$ cat src/rtl/demux7_capture.sv
// Demultiplexing capture register: routes a serial bit into one of seven
// positions, by addressed write or by an automatic 0..6 sequential capture.
module demux7_capture (
  input  logic       Clock,
  input  logic       Reset,
  input  logic       DataIn,
  input  logic [2:0] Select,
  input  logic       WriteEn,
  input  logic       Start,
  input  logic       DataValid,
  output logic [0:6] Out,
  output logic       Busy,
  output logic       Done,
  output logic       Error
);

  localparam logic [1:0] ST_IDLE  = 2'd0;
  localparam logic [1:0] ST_SHIFT = 2'd1;
  localparam logic [1:0] ST_DONE  = 2'd2;

  logic [1:0] state_q, state_d;
  logic [2:0] count_q, count_d;
  logic [0:6] out_q, out_d;
  logic       error_q, error_d;

  always_comb begin
    state_d = state_q;
    count_d = count_q;
    out_d   = out_q;
    error_d = error_q;
    case (state_q)
      ST_IDLE: begin
        // Start takes priority and discards a coincident write entirely.
        if (Start) begin
          state_d = ST_SHIFT;
          count_d = '0;
          out_d   = '0;
          error_d = 1'b0;
        end else if (WriteEn) begin
          if (Select != 3'd7) begin
            out_d[Select] = DataIn;
          end else begin
            error_d = 1'b1;
          end
        end
      end
      ST_SHIFT: begin
        if (DataValid) begin
          out_d[count_q] = DataIn;
          if (count_q == 3'd6) begin
            count_d = '0;
            state_d = ST_DONE;
          end else begin
            count_d = count_q + 3'd1;
          end
        end
      end
      ST_DONE: state_d = ST_IDLE;
      default: begin
        state_d = ST_IDLE;
        count_d = '0;
      end
    endcase
  end

  always_ff @(posedge Clock) begin
    if (Reset) begin
      state_q <= ST_IDLE;
      count_q <= '0;
      out_q   <= '0;
      error_q <= 1'b0;
    end else begin
      state_q <= state_d;
      count_q <= count_d;
      out_q   <= out_d;
      error_q <= error_d;
    end
  end

  assign Out   = out_q;
  assign Busy  = (state_q == ST_SHIFT);
  assign Done  = (state_q == ST_DONE);
  assign Error = error_q;

endmodule

$ cat config.mk
export PLATFORM = sky130hd
export DESIGN_NAME = demux7_capture
export DESIGN_NICKNAME = d
export VERILOG_FILES = /design/src/rtl/demux7_capture.sv
export SDC_FILE = /design/constraint.sdc
export NUM_CORES = 1
export LEC_CHECK = 0
export BUFFER_PORTS_ARGS = -buffer_cell sky130_fd_sc_hd__buf_2
export CORE_MARGIN = 4
export CORE_UTILIZATION = 45
export DETAILED_ROUTE_END_ITERATION = 8
export MAX_ROUTING_LAYER = met4
export PLACE_DENSITY = 0.69
export SLEW_MARGIN = 10
export SYNTH_ARGS = -nofsm -noshare
export SYNTH_HDL_FRONTEND = slang
export SYNTH_SLANG_ARGS = --single-unit
$ cat constraint.sdc
create_clock -name Clock -period 1.95 [get_ports Clock]
set_input_delay 0.0975 -clock Clock [delete_from_list [all_inputs] [get_ports Clock]]
set_output_delay 0.0975 -clock Clock [all_outputs]
set_load 0.02 [all_outputs]
Word level (Yosys, flattened, before mapping):

Index checks and enable logic that the tools add are counted.

* add/sub/neg operators: 1
* magnitude comparators: 4
* eq/ne operators: 10
* multiplexer cells: 22
* bitwise gates (word level): 3
* reduce and logical (&&, ||, !) cells: 9

Operator list (number)
* 7-bit two-way mux: 4
* 7-bit bitwise mux: 2
* 7-bit one-hot mux with 2 select lines: 1
* 3-bit two-way mux: 3
* 3-bit != test, second input constant: 3
* 3-bit one-hot mux with 3 select lines: 1
* 3-bit AND reduction: 3
* 4-bit greater-or-equal comparator, second input constant: 2
* 4-bit by 1-bit < comparator with 1-bit output, second input constant: 2
* 3-bit inverter with 4-bit output: 2
* 1-bit demux with 3-bit select: 2
* 2-bit two-way mux: 3
* 2-bit != test, second input constant: 3
* 1-bit two-way mux: 5
* 2-bit one-hot mux with 2 select lines: 1
* 4-bit AND reduction: 1
* 2-bit nonzero test: 2
* 3-bit by 1-bit adder with 3-bit output, second input constant: 1
* 3-bit equality test, second input constant: 1
* 2-bit by 1-bit equality test with 1-bit output, second input constant: 1
* 2-bit equality test, second input constant: 1
* 1-bit logical AND: 2
* 2-bit zero test: 1
* 2-bit by 1-bit != test with 1-bit output, second input constant: 1
* 1-bit inverter: 1

* flip-flop bits (word level): 13
* input port bits: 9
* output and inout port bits: 10
* word-level logic and storage cells: 53

Logic depth before layout (Yosys ltp):

* depth in word-level cells: 10
* gate-level depth with buffers: 7
* mapped depth without buffers: 5

Least setup slack after synthesis:

No wires, ideal clock.

* path type: reg-to-reg
* from: register state_q[1]
* to: register out_q, in the netlist Out[6]
* library setup time: 0.072 ns
* arrival time: 1.297 ns
* data required time: 1.878 ns
* path slack: 0.582 ns
* stages on the path, launching flop included: 8
* path buffers: 2
* period minus slack after synthesis: 1.368 ns
* path through: dfxtp_1 > buf_2 > nand2b_1 > inv_1 > buf_4 > nand2_1 > a211oi_1 > mux2i_1

* cells in the longest elaborated chain, start to end: 3
* elaborated cells on any way between the ends: 8
* classes of those cells: eq/ne (4); mux (1); reduce/logical (3)

Ends and longest elaborated chain
* from (decl): RTL line 21 `logic [1:0] state_q, state_d;`
* from (signal assigned): RTL line 73 `state_q <= state_d;`
* 2-bit by 1-bit equality test with 1-bit output *
* named net Busy: RTL line 12 `output logic Busy,`
* 2-bit != test (no line) / 2-bit nonzero test (equally long branches)
* 4-bit AND reduction (no line)
* to (signal assigned): RTL line 75 `out_q <= out_d;`
* to (decl): RTL line 23 `logic [0:6] out_q, out_d;`

Mark *: on every way through the listed nets, which the timed path passes. The rest lies on a longest branch.
A chain may end at the register's enable or synchronous reset.

Worst setup path after layout:

* from: register state_q[0]
* to: register out_q, in the netlist Out[6]

* cells in the longest elaborated chain, start to end: 3
* elaborated cells on any way between the ends: 8
* classes of those cells: eq/ne (4); mux (1); reduce/logical (3)

Ends and longest elaborated chain
* 2-bit by 1-bit equality test with 1-bit output / 2-bit zero test (equally long branches): RTL line 31 `case (state_q)`
* 2-bit != test (no line), or another cell as far along
* 4-bit AND reduction (no line)

Parallel ways exist; a longest one is shown, timed or not.

==> results.cfg <==
[worst_hold_path]
hp-start = DataValid
min-delay-path-class = primary input to flop
hold_depth = 3
worstHoldEndpoint = count_q[2]

[global_route]
grt_pass1_vias = 772
grt.overflow.total = 0
antenna_found_initial = 0
grt_pass1_wl_mm = 3.42
grt_usage_pct = 17.1
grt_max_degree = 15

[pwr]
vdd_drop_max_v = 0.000337
p_per_area_mw_per_mm2 = 560
leakage_nw = 0.391
power.total_uw = 556

[routing]
firstDrtPassIters = 4
postRouteAntennaNets = 0
avgViaCountPerCell = 5.98
drt_wl_total_mm = 2.10
drc = 0
via_count = 909
drt-wirelength-per-cell_um = 13.8
drtIter0Drc = 42

[sta]
tightest_slew_ps = 496
hold_viol = 0
fin_crit_ps = 1690
skew_ps = 2.58
fin_tns_setup_ps = 0
period_share_pct = 86.9
fmax_ghz = 0.590
setup_viol = 0
rsz0062_at_grt = false
drv_slew = 0
max-slew-margin-rel_pct = 66.8
fin_ws_ps = 255

[synthesis]
synthSimpleGateAreaFrac_pct = 30.8
syn-num-nets = 123
synth_flop_cell = dfxtp_1
syn_area_um2 = 888
synthMuxAreaShare_pct = 1.13
avgSynthCellArea_um2 = 7.79
synthArstFlopShare_pct = 0
synth_top_family_by_area = simple AND/OR/NAND/NOR gates
synthCells = 114
yosys.area_share.xor_xnor_pct = 0
synth-seq-area-share_pct = 29.3
ys_warn_count = 0
synth_seq_cells = 13
synth-compound-area-share_pct = 29.7
synth_edf_count = 0
synth_cell_types = 40
synth_fa_ha_area_share_pct = 0

[place]
dpl.hpwl_mm = 1.52
post-place-ws_ps = 211
postPlaceCellArea_um2 = 967
gp_congestion = 0.918
io_buffers = 18

[clocking]
insertion_delay_ps = 270
cts_resized = 0
postCtsHoldBufs = 0
cts_max_path_buffers = 2
clk_pin_slew_worst_paths_ps = 80
htreeDepth = 1
clock_sinks = 13
cts_buffers = 3
cts_setup_buffers = 0
cts_root_buf = clkbuf_4
cts_tree = built

[setup_path]
criticalPathCategory = flop to flop
cp_cell_sequence = nand2b_1 -> inv_2 -> nand2_1 -> a211oi_1 -> mux2i_1
r2r_setup_slack_ps = 260
reg2reg_depth = 5
slowest_delay_ps = 470
crit_family = flip-flops
critPathArrivalTime_ps = 1900
worstSetupEndpointType = flop
slowest_stage = dfxtp_1
startpoint_type = flop
worst-endpoint-required_ps = 2160
critical_path.n_buffers_inverters = 1
r2r-start = state_q[0]
r2r_end = Out[6]
crit_fanout = 12

[die]
die_width_um = 52.4
die-area_mm2 = 0.00275
chipHeight_um = 52.4
pin_count = 19
initial_core_util_pct = 49.3
num_rows = 15
core_area_mm2 = 0.00180

[final_layout]
fillers = 176
final_area_um2 = 993
final_cell_mix = buf_2, dfxtp_1, inv_1
fin_nets = 137
layout_commonest_cell = buf_2
drive_above_1_share_pct = 21.3
postLayoutCoreUtil_pct = 55.1
area_delta_synth_final_pct = 11.8
n_antenna_cell = 0

[run]
drv_cap = 0

[run_status]
status = complete, no violations
## routing by layer
| layer | up-vias | part of all wire [%] | global-route usage (%) | wire (um) |
|---|---|---|---|---|
| met4 | 0 | 1.5 | 8.94 | 31 |
| li1 | 446 | - | - | - |
| met3 | 4 | 9.4 | 3.42 | 196 |
| met1 | 415 | 44 | 22.5 | 932 |
| met2 | 44 | 45 | 24.6 | 936 |
| met5 | - | 0 | - | 0 |
## cells by family (layout without fill, tap and decap cells)
| family | count (synthesis) | after routing |
|---|---|---|
| simple gates | 45 | 45 |
| mux | 1 | 1 |
| buf+inv | 19 | 32 |
| compound gates | 36 | 36 |
| flops | 13 | 13 |
## worst max-delay path by stage
stage	start	endpoint	slack [ps]	cells after the start
5_1_grt	state_q[0]	Out[6]	90	5
6_report	state_q[0]	Out[6]	260	5
3_3_place_gp	state_q[0]	Out[6]	280	5
3_5_place_dp	state_q[0]	Out[6]	210	5
2_1_floorplan	state_q[1]	Out[6]	580	7
4_1_cts	state_q[0]	Out[6]	190	5
## power breakdown
| part | switching (mW) | internal [mW] | leakage (nW) |
|---|---|---|---|
| sequential | 0.00712 | 0.271 | 0.105 |
| clock | 0.0830 | 0.0792 | 0.0150 |
| combinational | 0.0701 | 0.0456 | 0.271 |
## per-stage QoR
step	hold WS [ps]	std cells
floorplan	215	114
global placement	398	148
detailed placement	409	148
CTS	114	152
global route	128	152
finish	122	152
## sequential cells by signal (all words and copies together) (netlist names)
register,count
state_q,2
Error,1
count_q,3
Out,7
## area by class of cell
class	count	area, um2	share of cell area, %
clock buffer	4	26.3	2.64
inverter	10	37.5	3.78
sequential	13	260	26.2
tap	25	31.3	3.15
timing repair buffer	18	90.1	9.07
multi-input combinational	82	548	55.2
## tightest hold or removal path, cell delays in order
cell	delay, ps
buf_2	140
nand2_1	60
a21oi_1	50
## synth_stat cells, drive strengths merged (2+ instances only)
library cell	instances	area share (%)
and3b	4	4.1
and3	2	2.0
nand2	6	2.5
nand3	2	1.1
nor2b	4	2.8
a211oi	5	4.2
a21boi	2	1.7
a32oi	2	2.0
o32ai	6	5.9
buf	5	3.1
nor2	8	3.4
dfxtp	13	29
nand3b	2	1.7
o211ai	2	1.7
nand2b	3	2.1
a21oi	4	2.3
a22oi	2	1.7
nor3b	2	1.7
o21ai	6	3.4
inv	10	4.2
o21a	2	2.5
clkbuf	4	1.7
nor3	5	2.8
(Power assumes the default switching activity.)
